--- src/rtl/alu_dispatch_pkg.sv ---
// Shared FSM state type and configuration defaults for the ALU dispatch unit.
package alu_dispatch_pkg;

  typedef enum logic {
    IDLE = 1'b0,
    BUSY = 1'b1
  } state_e;

  localparam int DEFAULT_FUN_W          = 2;
  localparam int DEFAULT_TIMEOUT_CYCLES = 16;
  localparam int TIMER_W                = 8;

endpackage

--- src/rtl/alu_fun_onehot.sv ---
// Combinational decode of an ALU function code into a one-hot unit select.
module alu_fun_onehot
  import alu_dispatch_pkg::*;
#(
  parameter int FUN_W = DEFAULT_FUN_W
) (
  input  logic [FUN_W-1:0]        fun_i,
  output logic [(1<<FUN_W)-1:0]   onehot_o
);

  always_comb begin
    onehot_o        = '0;
    onehot_o[fun_i] = 1'b1;
  end

endmodule

--- src/rtl/alu_dispatch_unit.sv ---
// Dispatches one ALU request at a time to a one-hot selected execution unit.
// Define ALU_DISPATCH_TIMEOUT_EN to build in the hung-operation watchdog.
module alu_dispatch_unit
  import alu_dispatch_pkg::*;
#(
  parameter int                    FUN_W          = DEFAULT_FUN_W,
  parameter logic [(1<<FUN_W)-1:0] UNIT_MASK      = '1,
  parameter int                    TIMEOUT_CYCLES = DEFAULT_TIMEOUT_CYCLES
) (
  input  logic                    CLK,
  input  logic                    RST,
  input  logic [FUN_W-1:0]        ALU_FUN,
  input  logic                    IN_VALID,
  output logic                    IN_READY,
  input  logic [(1<<FUN_W)-1:0]   UNIT_DONE,
  output logic [(1<<FUN_W)-1:0]   UNIT_ENABLE,
  output logic [FUN_W-1:0]        ACTIVE_FUN,
  output logic                    DONE,
  output logic                    ILLEGAL,
  output logic                    TIMEOUT
);

  localparam int N_UNITS = 1 << FUN_W;

  state_e             state_q, state_d;
  logic [N_UNITS-1:0] enable_q, enable_d;
  logic [FUN_W-1:0]   fun_q, fun_d;
  logic               done_q, done_d;
  logic               illegal_q, illegal_d;
  logic [N_UNITS-1:0] fun_onehot;

  alu_fun_onehot #(
    .FUN_W    (FUN_W)
  ) u_onehot (
    .fun_i    (ALU_FUN),
    .onehot_o (fun_onehot)
  );

`ifdef ALU_DISPATCH_TIMEOUT_EN
  logic [TIMER_W-1:0] timer_q, timer_d;
  logic               timeout_q, timeout_d;
`endif

  // A matching done takes priority over the watchdog in the same cycle.
  always_comb begin
    state_d   = state_q;
    enable_d  = enable_q;
    fun_d     = fun_q;
    done_d    = 1'b0;
    illegal_d = 1'b0;
`ifdef ALU_DISPATCH_TIMEOUT_EN
    timer_d   = timer_q;
    timeout_d = 1'b0;
`endif
    case (state_q)
      IDLE: begin
        if (IN_VALID) begin
          if (UNIT_MASK[ALU_FUN]) begin
            state_d  = BUSY;
            enable_d = fun_onehot;
            fun_d    = ALU_FUN;
`ifdef ALU_DISPATCH_TIMEOUT_EN
            timer_d  = '0;
`endif
          end else begin
            illegal_d = 1'b1;
          end
        end
      end
      BUSY: begin
        if (UNIT_DONE[fun_q]) begin
          state_d  = IDLE;
          enable_d = '0;
          done_d   = 1'b1;
        end
`ifdef ALU_DISPATCH_TIMEOUT_EN
        else if (timer_q == TIMER_W'(TIMEOUT_CYCLES)) begin
          state_d   = IDLE;
          enable_d  = '0;
          timeout_d = 1'b1;
        end else begin
          timer_d = timer_q + 1'b1;
        end
`endif
      end
      default: state_d = IDLE;
    endcase
  end

  always_ff @(posedge CLK or negedge RST) begin
    if (!RST) begin
      state_q   <= IDLE;
      enable_q  <= '0;
      fun_q     <= '0;
      done_q    <= 1'b0;
      illegal_q <= 1'b0;
    end else begin
      state_q   <= state_d;
      enable_q  <= enable_d;
      fun_q     <= fun_d;
      done_q    <= done_d;
      illegal_q <= illegal_d;
    end
  end

`ifdef ALU_DISPATCH_TIMEOUT_EN
  always_ff @(posedge CLK or negedge RST) begin
    if (!RST) begin
      timer_q   <= '0;
      timeout_q <= 1'b0;
    end else begin
      timer_q   <= timer_d;
      timeout_q <= timeout_d;
    end
  end

  assign TIMEOUT = timeout_q;
`else
  logic [TIMER_W-1:0] timeout_cycles_unused;
  assign timeout_cycles_unused = TIMER_W'(TIMEOUT_CYCLES);
  assign TIMEOUT = 1'b0;
`endif

  assign IN_READY    = (state_q == IDLE);
  assign UNIT_ENABLE = enable_q;
  assign ACTIVE_FUN  = fun_q;
  assign DONE        = done_q;
  assign ILLEGAL     = illegal_q;

endmodule

--- config.mk ---
export PLATFORM = sky130hd
export DESIGN_NAME = alu_dispatch_unit
export DESIGN_NICKNAME = d
export VERILOG_FILES = /design/src/rtl/alu_dispatch_pkg.sv /design/src/rtl/alu_fun_onehot.sv /design/src/rtl/alu_dispatch_unit.sv
export SDC_FILE = /design/constraint.sdc
export NUM_CORES = 1
export LEC_CHECK = 0
export CAP_MARGIN = 20
export CELL_PAD_IN_SITES_DETAIL_PLACEMENT = 1
export CELL_PAD_IN_SITES_GLOBAL_PLACEMENT = 1
export CORE_MARGIN = 5
export CORE_UTILIZATION = 27
export DETAILED_ROUTE_END_ITERATION = 8
export GPL_ROUTABILITY_DRIVEN = 0
export PLACE_DENSITY = 0.75
export SLEW_MARGIN = 20
export SYNTH_ARGS = -nofsm -noshare
export SYNTH_HDL_FRONTEND = slang
export SYNTH_SLANG_ARGS = --single-unit
--- constraint.sdc ---
create_clock -name CLK -period 1.1 [get_ports CLK]
set_input_delay 0.22 -clock CLK [delete_from_list [all_inputs] [get_ports CLK]]
set_output_delay 0.22 -clock CLK [all_outputs]
set_load 0.05 [all_outputs]
==> flow_summary.toml <==
[sta]
finalMaxSlewViolations = 0
finClkSkew_ns = 0.00648
period_share_pct = 107
fmax_mhz = 846
finalHoldViolations = 0
min_period_ns = 1.18
worst_slack_ns = -0.0817
setup_viol = 7
rsz0062_at_grt = "yes"

[clock_network]
cts_tree = "done"
cts-htree-levels = 1
cts_hold_buf = 0
cts_buffer_depth = 2
clock-sinks = 8
insertion_delay_ns = 0.25
cts_root_buffer = "clkbuf_4"
clk_pin_slew_worst_paths_ns = 0.06
cts_made_buffers = 3

[cells_and_area]
nNetsFinal = 69
drive_above_1_share_pct = 45.8
antenna_cells = 0
final_cells = 74
synthToLayoutAreaGrowth_pct = 90.8

[power_and_ir_drop]
power_mw = 2.37
p_per_area_nw_per_um2 = 3270
ir_drop_mv = 1.36
power_leakage_nw = 0.322

[worst_setup_path]
r2r-start = "ACTIVE_FUN[0]"
crit_fanout = 4
startpoint_type = "flip-flop"
end_kind = "primary output"
cp.arrival_ns = 0.96
reg2reg_to = "UNIT_ENABLE[1]"
rr_worst_depth = 4
crit_type = "reg -> out"
cp.required_ns = 0.88
ff2ff_setup_slack_ns = -0.06

[routing]
vias_per_cell = 4.57
finalWirelength_um = 989
drtPass1Iterations = 2
drcViolationCount = 0
vias = 338
wl_per_cell_um = 13.4
ant_nets = 0
drtIter0Drc = 3

[floorplanning]
die_area_um2 = 2260
chipWidth_um = 47.5
core-area_um2 = 1320
io_pins = 19
initial_core_util_pct = 28.9
num_rows = 13
die_h_um = 47.5

[outcome]
violations = "setup timing"
outcome = "finished, violations left"

[logic_synthesis]
synthTopCellsByArea = "dfrtp_1, o32ai_1, nand2_1"
synth_top_area_cell = "dfrtp_1"
syn_area_um2 = 380
synth_cells = 35
ys_types = 13
avgSynthCellArea_um2 = 10.9
synth_seq_cells = 8
synth_flop_cell = "dfrtp_1"
async_reset_ff_share_pct = 100
synth_common_cells = "dfrtp_1, nand2_1, o32ai_1"
yosysMostFrequentCell = "dfrtp_1"
ys_warn_count = 0
synth_top_cell_area_share_pct = 52.6
synth-seq-area-share_pct = 52.6
synth_edf_count = 0

[place]
port_buffers = 16
place_inst = 66
hpwl_um = 743

[global_route]
track_usage_pct = 9.85
antenna_found_initial = 0
grt_pass1_vias = 349
grt_pass1_wl_mm = 1.55
grt_overflow = 0
grt_max_degree = 13

[min_path]
hp-class = "in -> async"

[run]
cap_viol_max_count = 0
state kept, by name, summed over array words and instances (netlist names):
signal	flops
ACTIVE_FUN	2
state_q	1
UNIT_ENABLE	4
DONE	1
stage by stage:
stage               instance area, um^2  setup TNS [ns]  worst slack (ns)  hold WS, ns  utilization [%]
floorplan                           402          -0.196           -0.0458      -0.0756                -
global placement                    649          -0.784            -0.153        0.526             49.3
detailed placement                  649          -0.935            -0.172        0.526             49.3
CTS                                 714          -0.424           -0.0773        0.256             54.2
global route                        726          -0.793            -0.140        0.264             55.1
finish                              726          -0.384           -0.0817        0.248             55.1
layer usage:
metal	up-vias	global-route usage, %	routed length [um]
met4	0	3.23	0
met3	0	3.38	91
met2	12	15.2	484
li1	162	-	-
met1	164	12.9	414
met5	-	0	0
placed cells by master, fill, tap and decap left out:
cell / netlist / layout
inv_1: 3 / 2
o21ai_0: 2 / 2
dfrtp_1: 8 / 5
dfrtp_2: 0 / 3
clkbuf_1: 0 / 1
conb_1: 1 / 2
clkbuf_4: 0 / 3
buf_6: 1 / 3
nor2_1: 2 / 2
nand2b_4: 1 / 2
o32ai_1: 4 / 3
nand2_1: 7 / 7
buf_4: 2 / 3
mux2i_2: 0 / 2
clkdlybuf4s50_1: 0 / 8
buf_12: 0 / 8
inv_2: 0 / 1
o22ai_4: 1 / 1
o32ai_2: 0 / 1
logic make-up after synthesis:
| group | synth area share [%] |
|---|---|
| AOI/OAI and AO/OA | 17.1 |
| buffers and inverters | 9.87 |
| DFF | 52.6 |
| muxes | 5.26 |
| other | 0.986 |
| and+or+nand+nor | 14.1 |
cell type report:
class,count,area (um^2)
multi-input combinational,22,169
clock buffer,4,26.3
tap,15,18.8
inverter,3,11.3
timing repair buffer,22,297
fill,129,592
sequential,8,204
critical path, stage by stage, from the launching register on:
cell     delay [ns]
dfrtp_2        0.45
buf_6          0.13
buf_12         0.13
where the power goes:
part / leakage, nW / switching (mW) / total (mW) / internal [mW]
clock: 0.0150 / 0.102 / 0.241 / 0.139
sequential: 0.0995 / 0.135 / 0.557 / 0.423
combinational: 0.207 / 0.755 / 1.57 / 0.818
total: 0.322 / 0.992 / 2.37 / 1.38
what timing repair did:
| action | in CTS | in global routing |
|---|---|---|
| endpoints found under the setup margin | 6 | 9 |
| endpoints found under the hold margin | 0 | 0 |
| setup buffers | 4 | 0 |
| pin swaps | 1 | 1 |
| resized for setup | 4 | 2 |
worst max-delay path by stage:
stage	depth (start not counted)	startpoint	endpoint	slack, ns
finish	2	ACTIVE_FUN[0]	ACTIVE_FUN[0]	-0.08
global route	4	ACTIVE_FUN[0]	UNIT_ENABLE[1]	-0.14
CTS	2	ACTIVE_FUN[0]	ACTIVE_FUN[0]	-0.08
detailed placement	4	UNIT_DONE[0]	UNIT_ENABLE[1]	-0.17
global placement	4	UNIT_DONE[0]	UNIT_ENABLE[2]	-0.15
floorplan	3	ACTIVE_FUN[0]	UNIT_ENABLE[0]	-0.05
(Power assumes the default switching activity.)
